**config.mk**
```make
export PLATFORM = sky130hd
export DESIGN_NAME = collision_scheduler_flat
export DESIGN_NICKNAME = d
export VERILOG_FILES = /design/src/rtl/collision_scheduler_if.sv /design/src/rtl/collision_scheduler.sv /design/src/flat_wrapper.sv
export SDC_FILE = /design/constraint.sdc
export NUM_CORES = 1
export LEC_CHECK = 0
export ABC_CLOCK_PERIOD_IN_PS = 3400
export BUFFER_PORTS_ARGS = -buffer_cell sky130_fd_sc_hd__buf_2
export CAP_MARGIN = 5
export CORE_ASPECT_RATIO = 1.5
export CORE_MARGIN = 3
export CORE_UTILIZATION = 40
export CTS_BUF_LIST = sky130_fd_sc_hd__clkbuf_4 sky130_fd_sc_hd__clkbuf_8 sky130_fd_sc_hd__clkbuf_16
export CTS_CLUSTER_SIZE = 24
export DETAILED_ROUTE_END_ITERATION = 8
export GPL_TIMING_DRIVEN = 0
export HOLD_SLACK_MARGIN = 0.05
export PLACE_DENSITY_LB_ADDON = 0.2
export SETUP_SLACK_MARGIN = 0.4
export SLEW_MARGIN = 20
export SYNTH_ARGS = -nofsm -noshare
export SYNTH_HDL_FRONTEND = slang
export SYNTH_SLANG_ARGS = --single-unit
```
**constraint.sdc**
```tcl
create_clock -name Clk -period 3.4 [get_ports Clk]
set_input_delay 0.51 -clock Clk [delete_from_list [all_inputs] [get_ports Clk]]
set_output_delay 0.51 -clock Clk [all_outputs]
set_load 0.02 [all_outputs]
```
**src/rtl/collision_scheduler_if.sv**
```systemverilog
// Sprite attribute RAM read port: the scheduler issues strobe/address,
// the RAM returns entry fields one cycle later.
interface collision_scheduler_if #(
    parameter int IDX_W   = 4,
    parameter int COORD_W = 10
) ();
    logic               spr_rd_en;
    logic [IDX_W-1:0]   spr_addr;
    logic               spr_valid;
    logic [COORD_W-1:0] spr_x;
    logic [COORD_W-1:0] spr_y;
    logic [COORD_W-1:0] spr_w;
    logic [COORD_W-1:0] spr_h;

    modport master (
        output spr_rd_en, spr_addr,
        input  spr_valid, spr_x, spr_y, spr_w, spr_h
    );

    modport slave (
        input  spr_rd_en, spr_addr,
        output spr_valid, spr_x, spr_y, spr_w, spr_h
    );
endinterface

```
**src/rtl/collision_scheduler.sv**
```systemverilog
// Per-frame collision scheduler: walks the sprite RAM once per frame_start
// and produces registered contact flags for the 16x16 player box.
module collision_scheduler #(
    parameter int NUM_SPRITES = 16,
    parameter int IDX_W       = 4,
    parameter int COORD_W     = 10,
    parameter int PLAYER_S    = 16,
    parameter int MARGIN      = 3,
    parameter int FLOOR_Y     = 396
) (
    input  logic                Clk,
    input  logic                Reset,
    input  logic                frame_start,
    input  logic [COORD_W-1:0]  PlayerX,
    input  logic [COORD_W-1:0]  PlayerY,
    collision_scheduler_if.master spr,
    output logic                busy,
    output logic                done,
    output logic                block_left,
    output logic                block_right,
    output logic                block_up,
    output logic                block_down,
    output logic [IDX_W-1:0]    ground_idx,
    output logic                ground_hit,
    output logic                overrun
);

    // One extra bit so every sum is exact (no wrap at the screen edge).
    localparam int W1 = COORD_W + 1;
    localparam logic [W1-1:0]    PS_E     = W1'(PLAYER_S);
    localparam logic [W1-1:0]    MARGIN_E = W1'(MARGIN);
    localparam logic [W1-1:0]    FLOOR_E  = W1'(FLOOR_Y);
    localparam logic [IDX_W-1:0] LAST_IDX = IDX_W'(NUM_SPRITES - 1);

    typedef enum logic [1:0] {IDLE, SCAN, DRAIN, DONE} state_t;

    state_t state_q, state_d;

    logic [IDX_W-1:0]   idx_q, idx_d;
    logic [COORD_W-1:0] px_q, px_d, py_q, py_d;
    logic               cmp_vld_q, cmp_vld_d;
    logic [IDX_W-1:0]   cmp_idx_q, cmp_idx_d;
    logic               acc_l_q, acc_l_d, acc_r_q, acc_r_d;
    logic               acc_u_q, acc_u_d, acc_d_q, acc_d_d;
    logic               acc_hit_q, acc_hit_d;
    logic [IDX_W-1:0]   acc_idx_q, acc_idx_d;
    logic               blk_l_q, blk_l_d, blk_r_q, blk_r_d;
    logic               blk_u_q, blk_u_d, blk_d_q, blk_d_d;
    logic               ghit_q, ghit_d;
    logic [IDX_W-1:0]   gidx_q, gidx_d;
    logic               busy_q, busy_d, done_q, done_d, ovr_q, ovr_d;

    logic [W1-1:0] px_e, py_e, sx_e, sy_e;
    logic [W1-1:0] sx_w, sy_h, px_s, py_s, px_m, py_m, sx_m, sy_m;
    logic          entry_ok, hov, vov, hit_l, hit_r, hit_u, hit_d, on_floor;

    // State register and all datapath flops.
    always_ff @(posedge Clk or negedge Reset) begin
        if (!Reset) begin
            state_q   <= IDLE;
            idx_q     <= '0;
            px_q      <= '0;
            py_q      <= '0;
            cmp_vld_q <= 1'b0;
            cmp_idx_q <= '0;
            acc_l_q   <= 1'b0;
            acc_r_q   <= 1'b0;
            acc_u_q   <= 1'b0;
            acc_d_q   <= 1'b0;
            acc_hit_q <= 1'b0;
            acc_idx_q <= '0;
            blk_l_q   <= 1'b0;
            blk_r_q   <= 1'b0;
            blk_u_q   <= 1'b0;
            blk_d_q   <= 1'b0;
            ghit_q    <= 1'b0;
            gidx_q    <= '0;
            busy_q    <= 1'b0;
            done_q    <= 1'b0;
            ovr_q     <= 1'b0;
        end else begin
            state_q   <= state_d;
            idx_q     <= idx_d;
            px_q      <= px_d;
            py_q      <= py_d;
            cmp_vld_q <= cmp_vld_d;
            cmp_idx_q <= cmp_idx_d;
            acc_l_q   <= acc_l_d;
            acc_r_q   <= acc_r_d;
            acc_u_q   <= acc_u_d;
            acc_d_q   <= acc_d_d;
            acc_hit_q <= acc_hit_d;
            acc_idx_q <= acc_idx_d;
            blk_l_q   <= blk_l_d;
            blk_r_q   <= blk_r_d;
            blk_u_q   <= blk_u_d;
            blk_d_q   <= blk_d_d;
            ghit_q    <= ghit_d;
            gidx_q    <= gidx_d;
            busy_q    <= busy_d;
            done_q    <= done_d;
            ovr_q     <= ovr_d;
        end
    end

    // Next-state: one address per SCAN cycle, one DRAIN cycle for the last read.
    always_comb begin
        state_d = state_q;
        case (state_q)
            IDLE:    if (frame_start) state_d = SCAN;
            SCAN:    if (idx_q == LAST_IDX) state_d = DRAIN;
            DRAIN:   state_d = DONE;
            DONE:    state_d = IDLE;
            default: state_d = IDLE;
        endcase
    end

    // FSM outputs: RAM read strobe and address.
    always_comb begin
        spr.spr_rd_en = (state_q == SCAN);
        spr.spr_addr  = idx_q;
    end

    // Per-entry contact tests against the entry returned this cycle.
    always_comb begin
        px_e = {1'b0, px_q};
        py_e = {1'b0, py_q};
        sx_e = {1'b0, spr.spr_x};
        sy_e = {1'b0, spr.spr_y};
        sx_w = sx_e + {1'b0, spr.spr_w};
        sy_h = sy_e + {1'b0, spr.spr_h};
        px_s = px_e + PS_E;
        py_s = py_e + PS_E;
        px_m = px_e + MARGIN_E;
        py_m = py_e + MARGIN_E;
        sx_m = sx_e + MARGIN_E;
        sy_m = sy_e + MARGIN_E;
        entry_ok = cmp_vld_q && spr.spr_valid && (spr.spr_w != '0) && (spr.spr_h != '0);
        hov   = (px_e < sx_w) && (sx_e < px_s);
        vov   = (py_e < sy_h) && (sy_e < py_s);
        hit_d = entry_ok && hov && (sy_e <= py_s) && (py_s <= sy_m);
        hit_u = entry_ok && hov && (py_m >= sy_h) && (py_e <= sy_h);
        hit_r = entry_ok && vov && (sx_e <= px_s) && (px_s <= sx_m);
        hit_l = entry_ok && vov && (px_m >= sx_w) && (px_e <= sx_w);
        on_floor = (py_s >= FLOOR_E);
    end

    // Scan bookkeeping, accumulation and the end-of-scan result update.
    always_comb begin
        idx_d     = idx_q;
        px_d      = px_q;
        py_d      = py_q;
        cmp_vld_d = (state_q == SCAN);
        cmp_idx_d = idx_q;
        acc_l_d   = acc_l_q | hit_l;
        acc_r_d   = acc_r_q | hit_r;
        acc_u_d   = acc_u_q | hit_u;
        acc_d_d   = acc_d_q | hit_d;
        acc_hit_d = acc_hit_q | hit_d;
        acc_idx_d = (hit_d && !acc_hit_q) ? cmp_idx_q : acc_idx_q;
        blk_l_d   = blk_l_q;
        blk_r_d   = blk_r_q;
        blk_u_d   = blk_u_q;
        blk_d_d   = blk_d_q;
        ghit_d    = ghit_q;
        gidx_d    = gidx_q;
        busy_d    = (state_d != IDLE);
        done_d    = (state_q == DRAIN);
        ovr_d     = ovr_q | (frame_start && (state_q != IDLE));

        if (state_q == SCAN) idx_d = idx_q + IDX_W'(1);

        if (state_q == IDLE) begin
            idx_d = '0;
            if (frame_start) begin
                px_d      = PlayerX;
                py_d      = PlayerY;
                acc_l_d   = 1'b0;
                acc_r_d   = 1'b0;
                acc_u_d   = 1'b0;
                acc_d_d   = 1'b0;
                acc_hit_d = 1'b0;
                acc_idx_d = '0;
            end
        end

        // Load on the DRAIN edge so the flags and done appear together in DONE.
        if (state_q == DRAIN) begin
            blk_l_d = acc_l_d;
            blk_r_d = acc_r_d;
            blk_u_d = acc_u_d;
            blk_d_d = acc_d_d | on_floor;
            ghit_d  = acc_hit_d;
            gidx_d  = acc_idx_d;
        end
    end

    assign busy        = busy_q;
    assign done        = done_q;
    assign block_left  = blk_l_q;
    assign block_right = blk_r_q;
    assign block_up    = blk_u_q;
    assign block_down  = blk_d_q;
    assign ground_hit  = ghit_q;
    assign ground_idx  = gidx_q;
    assign overrun     = ovr_q;

endmodule

```
**src/flat_wrapper.sv**
```systemverilog
// flat-port wrapper written by rule: the top's interface ports become plain ports
module collision_scheduler_flat 
#(
    parameter int NUM_SPRITES = 16,
    parameter int IDX_W       = 4,
    parameter int COORD_W     = 10,
    parameter int PLAYER_S    = 16,
    parameter int MARGIN      = 3,
    parameter int FLOOR_Y     = 396
)
  (Clk, Reset, frame_start, PlayerX, PlayerY, busy, done, block_left, block_right, block_up, block_down, ground_idx, ground_hit, overrun, spr_spr_rd_en, spr_spr_addr, spr_spr_valid, spr_spr_x, spr_spr_y, spr_spr_w, spr_spr_h);
  collision_scheduler_if #(.IDX_W(IDX_W), .COORD_W(COORD_W)) spr_i ();
  input  logic Clk;
  input  logic Reset;
  input  logic frame_start;
  input  logic [COORD_W-1:0] PlayerX;
  input  logic [COORD_W-1:0] PlayerY;
  output logic busy;
  output logic done;
  output logic block_left;
  output logic block_right;
  output logic block_up;
  output logic block_down;
  output logic [IDX_W-1:0] ground_idx;
  output logic ground_hit;
  output logic overrun;
  output wire logic [$bits(spr_i.spr_rd_en)-1:0] spr_spr_rd_en;
  output wire logic [$bits(spr_i.spr_addr)-1:0] spr_spr_addr;
  input wire logic [$bits(spr_i.spr_valid)-1:0] spr_spr_valid;
  input wire logic [$bits(spr_i.spr_x)-1:0] spr_spr_x;
  input wire logic [$bits(spr_i.spr_y)-1:0] spr_spr_y;
  input wire logic [$bits(spr_i.spr_w)-1:0] spr_spr_w;
  input wire logic [$bits(spr_i.spr_h)-1:0] spr_spr_h;
  assign spr_spr_rd_en = spr_i.spr_rd_en;
  assign spr_spr_addr = spr_i.spr_addr;
  assign spr_i.spr_valid = spr_spr_valid;
  assign spr_i.spr_x = spr_spr_x;
  assign spr_i.spr_y = spr_spr_y;
  assign spr_i.spr_w = spr_spr_w;
  assign spr_i.spr_h = spr_spr_h;
  collision_scheduler #(.NUM_SPRITES(NUM_SPRITES), .IDX_W(IDX_W), .COORD_W(COORD_W), .PLAYER_S(PLAYER_S), .MARGIN(MARGIN), .FLOOR_Y(FLOOR_Y)) u_core (.Clk(Clk), .Reset(Reset), .frame_start(frame_start), .PlayerX(PlayerX), .PlayerY(PlayerY), .spr(spr_i), .busy(busy), .done(done), .block_left(block_left), .block_right(block_right), .block_up(block_up), .block_down(block_down), .ground_idx(ground_idx), .ground_hit(ground_hit), .overrun(overrun));
endmodule
```
==> flow_summary.ini, run 1 <==
[critical_path]
worstSetupPathType = in2reg
r2r-start = u_core.py_q[4]
worst_setup_path_end_kind = flop
critPathLaunchType = input port
worst_ep_required_time_ns = 3.56
crit_start = spr_spr_x[0]
cp_max_fo = 4
arrival_ns = 3.98

[clock_network]
clock_latency_ns = 0.30
cts-root-buf = clkbuf_16
clk_pin_slew_worst_paths_ns = 0.07
clock_sinks = 52
cts_buffers = 5
cts_tree = done
htree_levels = 2
postCtsHoldBufs = 0
clockBufferDepth = 2

[drt]
wirelength_um = 14900
drc_errors = 0
dr_wl_met2_um = 8140
wl_per_cell_um = 16.8
met1_length_um = 5600
dr.pass1.iters = 4
via_per_inst = 5.58
vias = 4974
dr.first_iter.drc_count = 136
dr_wl_met3_um = 457
detail-route-antenna-nets = 0
dr.max_layer_used = met4

[floorplanning]
num_rows = 51
ios = 81
start_util = 0.414
die_h_um = 148
die_w_um = 101
core_area_sq_um = 13100
dieArea_sq_um = 15000

[global_routing]
grt_pass1_wl_um = 24200
grt_pass1_vias = 5133
track_usage = 0.203
grt_max_degree = 53
grt-ovfl-total = 0
antenna_found_initial = 0

[sta]
tns_ns = -4.88
fin_skew_ns = 0.00619
setup_viol = 18
setup_ws_ns = -0.417
rsz0062_at_grt = true
min_period_over_period = 1.12
hold_viol = 0
final.min_clock_period_ns = 3.82
slew_headroom = 0.482
worstMarginPinSlew_ns = 0.776
fmax_mhz = 262
slew_violations = 0

[yosys]
synthAdderAreaFrac = 0.268
netlist_instances = 616
synthSimpleGateAreaFrac = 0.164
synth_top_area_frac = 0.257
synth_top_family_by_area = adder cells
yosys_warnings = 0
synth_xor_area_frac = 0.0874
synth_compound_area_frac = 0.176
ys_ff_latch = 52
yosys-mux-area-fraction = 0.0303
synthTopCellsByArea = ha_1 (26%), dfrtp_1 (24%), xnor2_1 (4.5%), xor2_1 (4.2%), nor2_1 (3.7%)
seq_area_frac_synth = 0.241
synth_edf_count = 0
syn_area_sq_um = 5410
ys_types = 56
synth.largest_area_cell = ha_1
syn-num-nets = 793
synth.avg_cell_area_sq_um = 8.78
synth_ff_type = dfrtp_1
async_reset_ff_frac = 1.00

[hold_path]
hold_path_class = in2async

[power]
total_leakage_power_nw = 3.15
pwr_density_cell_nw_per_um2 = 753
total_power_w = 0.00500
peakVddDrop_v = 0.000402

[place]
dp_slack_ns = -0.921
dp_hpwl_um = 12200
place_area_sq_um = 6060
numPortBuffers = 80
place_congestion = 0.904

[outcome]
outcome = finished, violations left
violations = setup timing

[final_layout]
multiInputGateArea_sq_um = 4110
register_area_sq_um = 1300
final_nets = 908
syn_to_final_growth_pct = 22.6
diodes = 0
fin_area_sq_um = 6640
layout_commonest_cell = ha_1
final_cell_mix = ha_1 (107), buf_2 (73), dfrtp_1 (52)
fillCellCount = 1246
layout-drive-gt1-share = 0.230

[run]
cap_violations = 0
layout make-up:
| class | count | area share |
|---|---|---|
| Buffer | 9 | 0.00509 |
| Clock buffer | 6 | 0.0200 |
| Clock inverter | 2 | 0.00585 |
| Inverter | 40 | 0.0226 |
| Multi-Input combinational cell | 515 | 0.620 |
| Sequential cell | 52 | 0.196 |
| Tap cell | 159 | 0.0300 |
| Timing Repair Buffer | 108 | 0.100 |
metal layers:
metal / vias up / track usage
met3: 41 / 0.0221
met4: 0 / 0.104
li1: 2456 / -
met2: 112 / 0.389
met1: 2365 / 0.212
met5: - / 0
where the power goes:
| part | total, W | switching (W) | leakage (nW) | internal (W) |
|---|---|---|---|---|
| sequential | 0.00119 | 0.000314 | 0.631 | 0.000878 |
| combinational | 0.00320 | 0.00175 | 2.44 | 0.00145 |
| clock | 0.000600 | 0.000241 | 0.0849 | 0.000359 |
critical path: stages:
cell	delay, ns
buf_8	0.10
ha_4	0.15
fa_2	0.39
a21oi_4	0.15
o2111ai_2	0.15
nor3_2	0.22
nor2_1	0.08
xnor2_1	0.26
ha_1	0.30
nand4_1	0.09
nor2_2	0.05
a221o_1	0.36
and2_4	0.18
o211a_4	0.23
nor4b_4	0.23
buf_6	0.17
mux2i_2	0.25
a21oi_1	0.09
synthesized netlist by cell type (3+ instances only):
master,instances
xnor2_1,28
nor2b_1,11
a31oi_1,7
o21ai_1,4
mux2i_1,4
o31ai_1,3
nand2_1,47
a21o_1,12
nor3_1,11
o2111ai_1,3
xor2_1,26
nand4_1,11
a211o_1,3
a21oi_1,38
clkbuf_1,8
nand2b_1,6
o211ai_1,4
nand3_1,25
a211oi_1,3
inv_1,40
ha_1,111
o21ai_0,36
a22o_1,3
nor2_1,53
mux2_2,11
o21a_1,7
dfrtp_1,52
and3_1,4
nor4_1,7
what timing repair did:
action                     CTS  global route
resized for setup           35            10
pin swaps                   29            26
setup buffers               21             7
setup endpoints to repair   18            18
final timing paths:
kind / endpoint / slack [ns] / depth (start not counted)
worst min register to register: u_core.cmp_idx_q[1] / 0.47 / 0
worst min-delay path: u_core.py_q[0] / 0.23 / 1
worst max register to register: u_core.ground_idx[0] / -0.06 / 12
worst max-delay path: u_core.ground_idx[0] / -0.42 / 18
max in group asynchronous: u_core.px_q[8] / 2.69 / 1
min in group Clk: u_core.py_q[1] / 0.41 / 3
stage by stage:
step            util  cells  hold WS, ns
3_3_place_gp   0.463    855        0.445
5_1_grt        0.507    891        0.290
2_1_floorplan      -    616        0.214
6_report       0.507    891        0.233
3_5_place_dp   0.463    855        0.442
4_1_cts        0.500    884        0.281
registers in the layout (all words and copies together), names as in the netlist, 2 cells and up:
register,cells
u_core.spr.spr_addr,4
u_core.acc_idx_q,4
u_core.state_q,2
u_core.py_q,10
u_core.px_q,10
u_core.ground_idx,4
u_core.cmp_idx_q,4
cell families (layout without fill, tap and decap cells):
group	after synthesis	count (layout)
mux	15	15
xor+xnor	54	54
simple gates	185	185
flops	52	52
fa+ha+maj	115	115
buf+inv	49	165
compound gates	146	146
Note: power is estimated with default switching activity, not from simulation.
==> run 2: changes to the inputs <==
--- a/config.mk
+++ b/config.mk
@@ -17,7 +17,7 @@
 export GPL_TIMING_DRIVEN = 0
 export HOLD_SLACK_MARGIN = 0.05
 export PLACE_DENSITY_LB_ADDON = 0.2
-export SETUP_SLACK_MARGIN = 0.4
+export RECOVER_POWER = 50
 export SLEW_MARGIN = 20
 export SYNTH_ARGS = -nofsm -noshare
 export SYNTH_HDL_FRONTEND = slang
==> run 2 against run 1 <==
- design area grew 0.89%
- non-clock buffer count down 3
- clock power down 0.8%
- the flow finishes with violations (capacitance limit, slew limit, setup timing)
- clock-buffer cell count stayed put
- global-route usage grew 0.11 points
- via count shrank 0.68%
- sequential share of layout area shrank 0.17 points
==> flow_summary.ini, run 2 (synthesis results as in run 1) <==
[sta]
min_period_over_period = 1.11
hold_viol = 0
setup_ws_ns = -0.380
rsz0062_at_grt = true
slew_headroom = -0.891
setup_viol = 18
fmax_mhz = 265
fin_skew_ns = 0.00318
slew_violations = 53
worstMarginPinSlew_ns = 2.84
tns_ns = -4.93
final.min_clock_period_ns = 3.78

[place]
dp_hpwl_um = 12200
dp_slack_ns = -0.905
place_congestion = 0.865
place_area_sq_um = 6040
numPortBuffers = 80

[final_layout]
layout_commonest_cell = ha_1
syn_to_final_growth_pct = 23.7
layout-drive-gt1-share = 0.232
top_regs = u_core.px_q (10), u_core.py_q (10)
fin_area_sq_um = 6690
final_cell_mix = ha_1 (107), buf_2 (74), dfrtp_1 (52)
diodes = 0
final_nets = 905

[critical_path]
critPathLaunchType = input port
arrival_ns = 3.94
worst_ep_required_time_ns = 3.56
worst_setup_path_end_kind = flop
worstSetupPathType = in2reg
cp_max_fo = 4

[floorplanning]
ios = 81
die_h_um = 148
num_rows = 51
start_util = 0.414
dieArea_sq_um = 15000
core_area_sq_um = 13100
die_w_um = 101

[power]
total_leakage_power_nw = 3.16
peakVddDrop_v = 0.000397
pwr_density_cell_nw_per_um2 = 768

[clock_network]
cts-root-buf = clkbuf_16
clock_sinks = 52
htree_levels = 2
clock_latency_ns = 0.30
cts_buffers = 5
clk_pin_slew_worst_paths_ns = 0.07
postCtsHoldBufs = 0
clockBufferDepth = 2
cts_tree = done

[drt]
dr.pass1.iters = 4
wirelength_um = 15100
detail-route-antenna-nets = 0
dr.first_iter.drc_count = 154
drc_errors = 0
wl_per_cell_um = 16.9
via_per_inst = 5.56
vias = 4940

[outcome]
outcome = finished, violations left
violations = capacitance limit, slew limit, setup timing

[hold_path]
hold_path_class = in2reg

[global_routing]
grt_max_degree = 53
grt_pass1_vias = 5191
track_usage = 0.204
antenna_found_initial = 0
grt_pass1_wl_um = 24400
grt-ovfl-total = 0

[run]
cap_violations = 1
[run 2: critical path: stages]
cell and delay, ns:
buf_8 0.10, ha_4 0.15, fa_2 0.38, a21oi_4 0.16, o2111ai_2 0.15, nor3_2 0.27, nor2_2 0.08, xnor2_2 0.22
ha_1 0.28, nand4_1 0.10, nor2_2 0.06, a221o_1 0.32, and2_4 0.17, o211a_4 0.23, nor4b_4 0.22, buf_6 0.19
mux2i_4 0.25, a21oi_2 0.08
[run 2: stage by stage]
| step | hold slack [ns] | total power, W | instances | util |
|---|---|---|---|---|
| after global placement | 0.443 | 0.00408 | 855 | 0.462 |
| after global routing | 0.433 | 0.00568 | 888 | 0.512 |
| after CTS | 0.278 | 0.00502 | 880 | 0.499 |
| after detailed placement | 0.447 | 0.00418 | 855 | 0.462 |
| final | 0.411 | 0.00514 | 888 | 0.512 |
| after floorplan | 0.214 | 0.00334 | 616 | - |
[run 2: area by class of cell]
cell class | instances | area, sq um
Fill cell | 1248 | 6390
Clock buffer | 6 | 133
Sequential cell | 52 | 1300
Timing Repair Buffer | 105 | 637
Tap cell | 159 | 199
Buffer | 9 | 33.8
Clock inverter | 2 | 38.8
Inverter | 40 | 153
Multi-Input combinational cell | 515 | 4200
[run 2: worst paths after layout]
path / from / end / slack (ns) / cells past startpoint
setup / recovery: spr_spr_x[0] / u_core.ground_idx[0] / -0.38 / 18
hold / removal: PlayerY[1] / u_core.py_q[1] / 0.41 / 3
setup reg to reg: u_core.py_q[4] / u_core.ground_idx[0] / -0.03 / 12
hold reg to reg: u_core.spr.spr_addr[1] / u_core.cmp_idx_q[1] / 0.47 / 0
max in group asynchronous: Reset / u_core.acc_l_q / 0.67 / 1
min in group asynchronous: Reset / u_core.py_q[0] / 1.11 / 1
[run 2: timing repair]
action,CTS,global route
hold endpoints to repair,0,0
pin swaps,36,22
resized for setup,39,20
setup buffers,17,8
endpoints found under the setup margin,18,18
[run 2: routing by layer]
metal | share of wire | GRT usage
met3 | 0.025 | 0.0202
met4 | 0.035 | 0.0858
met5 | 0 | 0
met1 | 0.38 | 0.221
met2 | 0.56 | 0.392
[run 2: power by group]
group          internal, W  switching, W
Sequential        0.000879      0.000335
Clock             0.000359      0.000236
Combinational      0.00153       0.00180
Total              0.00277       0.00238
==> run 3: changes to the inputs <==
--- a/config.mk
+++ b/config.mk
@@ -5,7 +5,7 @@
 export SDC_FILE = /design/constraint.sdc
 export NUM_CORES = 1
 export LEC_CHECK = 0
-export ABC_CLOCK_PERIOD_IN_PS = 3400
+export ABC_CLOCK_PERIOD_IN_PS = 4500
 export BUFFER_PORTS_ARGS = -buffer_cell sky130_fd_sc_hd__buf_2
 export CAP_MARGIN = 5
 export CORE_ASPECT_RATIO = 1.5
@@ -16,7 +16,6 @@
 export DETAILED_ROUTE_END_ITERATION = 8
 export GPL_TIMING_DRIVEN = 0
 export HOLD_SLACK_MARGIN = 0.05
-export PLACE_DENSITY_LB_ADDON = 0.2
 export RECOVER_POWER = 50
 export SLEW_MARGIN = 20
 export SYNTH_ARGS = -nofsm -noshare
==> constraint.sdc (replaced) <==
create_clock -name Clk -period 4.5 [get_ports Clk]
set_input_delay 0.675 -clock Clk [delete_from_list [all_inputs] [get_ports Clk]]
set_output_delay 0.675 -clock Clk [all_outputs]
set_load 0.02 [all_outputs]
==> run 3 against run 2 <==
- the run ends with capacitance limit, slew limit left
- global-route usage fell by 0.78 points
- design area fell by 7.8%
- die area did not move
- non-clock buffer count fell by 24
- combinational power fell by 33%
- clock power fell by 34%
- first-iteration DRC count fell by 29%
- core utilization fell by 4.0 points
- routed wire length fell by 3.2%
- largest power group unchanged
==> flow_summary.ini, run 3 (synthesis results as in run 1) <==
[outcome]
outcome = finished, violations left
violations = capacitance limit, slew limit

[clock_network]
cts_tree = done
postCtsHoldBufs = 0
htree_levels = 2
cts-root-buf = clkbuf_16
clockBufferDepth = 2
clk_pin_slew_worst_paths_ns = 0.07
clock_sinks = 52
clock_latency_ns = 0.30
cts_buffers = 5

[sta]
final.min_clock_period_ns = 4.24
fmax_mhz = 236
worstMarginPinSlew_ns = 2.88
tns_ns = 0
rsz0062_at_grt = false
slew_violations = 53
hold_viol = 0
slew_headroom = -0.917
min_period_over_period = 0.942
fin_skew_ns = 0.00440
setup_viol = 0

[place]
place_congestion = 0.912
place_area_sq_um = 6010
numPortBuffers = 80
dp_hpwl_um = 12300
dp.cells = 855

[final_layout]
utilization = 0.472
top_regs = u_core.px_q (10), u_core.py_q (10)
fin_area_sq_um = 6170
diodes = 0
final_nets = 881
layout-drive-gt1-share = 0.155
fin_cells = 864
layout_commonest_cell = ha_1
syn_to_final_growth_pct = 14.0
final_cell_mix = ha_1 (111), buf_2 (79), nor2_1 (53)

[global_routing]
met3_usage = 0.0183
grt_pass1_wl_um = 23400
grt_pass1_vias = 4932
grt-ovfl-total = 0
antenna_found_initial = 0
grt_use_met1 = 0.211
grt_max_degree = 53
track_usage = 0.196
grt_busiest_layer = met2
grtUsageMet2 = 0.373

[hold_path]
worstHoldPathCells = 0
min_from = u_core.spr.spr_addr[1]
hold_path_class = reg2reg
min_to = u_core.cmp_idx_q[1]

[drt]
via_per_inst = 5.63
dr.pass1.iters = 4
wirelength_um = 14600
vias = 4867
detail-route-antenna-nets = 0
wl_per_cell_um = 16.9
drc_errors = 0
dr.first_iter.drc_count = 109

[critical_path]
crit_start = spr_spr_h[1]
worstSetupPathType = in2reg
critPathLaunchType = input port
r2r_end = u_core.ground_idx[2]
worst_ep_required_time_ns = 4.66
reg2reg_slack_ns = 1.05
cp_max_fo = 3
worst_setup_path_end_kind = flop
r2r_cells = 12
arrival_ns = 4.40
r2r-start = u_core.px_q[4]

[floorplanning]
dieArea_sq_um = 15000
num_rows = 51
core_area_sq_um = 13100
die_h_um = 148
ios = 81
die_w_um = 101
start_util = 0.414

[power]
pwr_density_cell_nw_per_um2 = 572
total_leakage_power_nw = 2.97
peakVddDrop_v = 0.000292
total_power_w = 0.00353

[run]
cap_violations = 1
## run 3: metal layers
layer | wire [um] | part of all wire
met1 | 5610 | 0.39
met5 | 0 | 0
met3 | 444 | 0.030
met4 | 676 | 0.046
met2 | 7840 | 0.54
## run 3: critical path: stages
cell and delay (ns):
buf_2 0.12, ha_1 0.29, a21o_1 0.18, a21oi_1 0.23
o21bai_1 0.09, a21oi_1 0.23, o21ai_0 0.20, a21o_1 0.22
a21oi_1 0.17, xor2_1 0.12, ha_1 0.31, nand3_1 0.09
a21oi_1 0.13, nor2b_1 0.06, a311o_1 0.31, nor3_1 0.34
o41ai_1 0.23, a31oi_1 0.28, a21oi_1 0.10
## run 3: worst max-delay path by stage
stage                                       to
after floorplan           u_core.ground_idx[0]
after global placement    u_core.ground_idx[0]
after detailed placement  u_core.ground_idx[0]
after CTS                 u_core.ground_idx[0]
after global routing      u_core.ground_idx[0]
final                          u_core.block_up
## run 3: stage by stage
step,hold WS (ns),setup WS [ns]
after floorplan,0.379,0.415
after global placement,0.446,-0.193
after detailed placement,0.447,-0.248
after CTS,0.446,0.0450
after global routing,0.494,0.00210
final,0.465,0.261
## run 3: area by class of cell
cell class | instances | area (sq um)
Inverter | 40 | 150
Fill cell | 1292 | 6910
Sequential cell | 52 | 1300
Tap cell | 159 | 199
Multi-Input combinational cell | 515 | 3930
Buffer | 9 | 33.8
Clock inverter | 3 | 21.3
Clock buffer | 5 | 125
Timing Repair Buffer | 81 | 407
## run 3: report_power, final
group	internal, W	switching, W
combinational	0.000994	0.00124
sequential	0.000663	0.000244
clock	0.000208	0.000182
## run 3: what timing repair did
item                       in CTS  in global routing
setup endpoints to repair       0                  8
setup buffers                   0                  1
gates resized for setup         0                  1
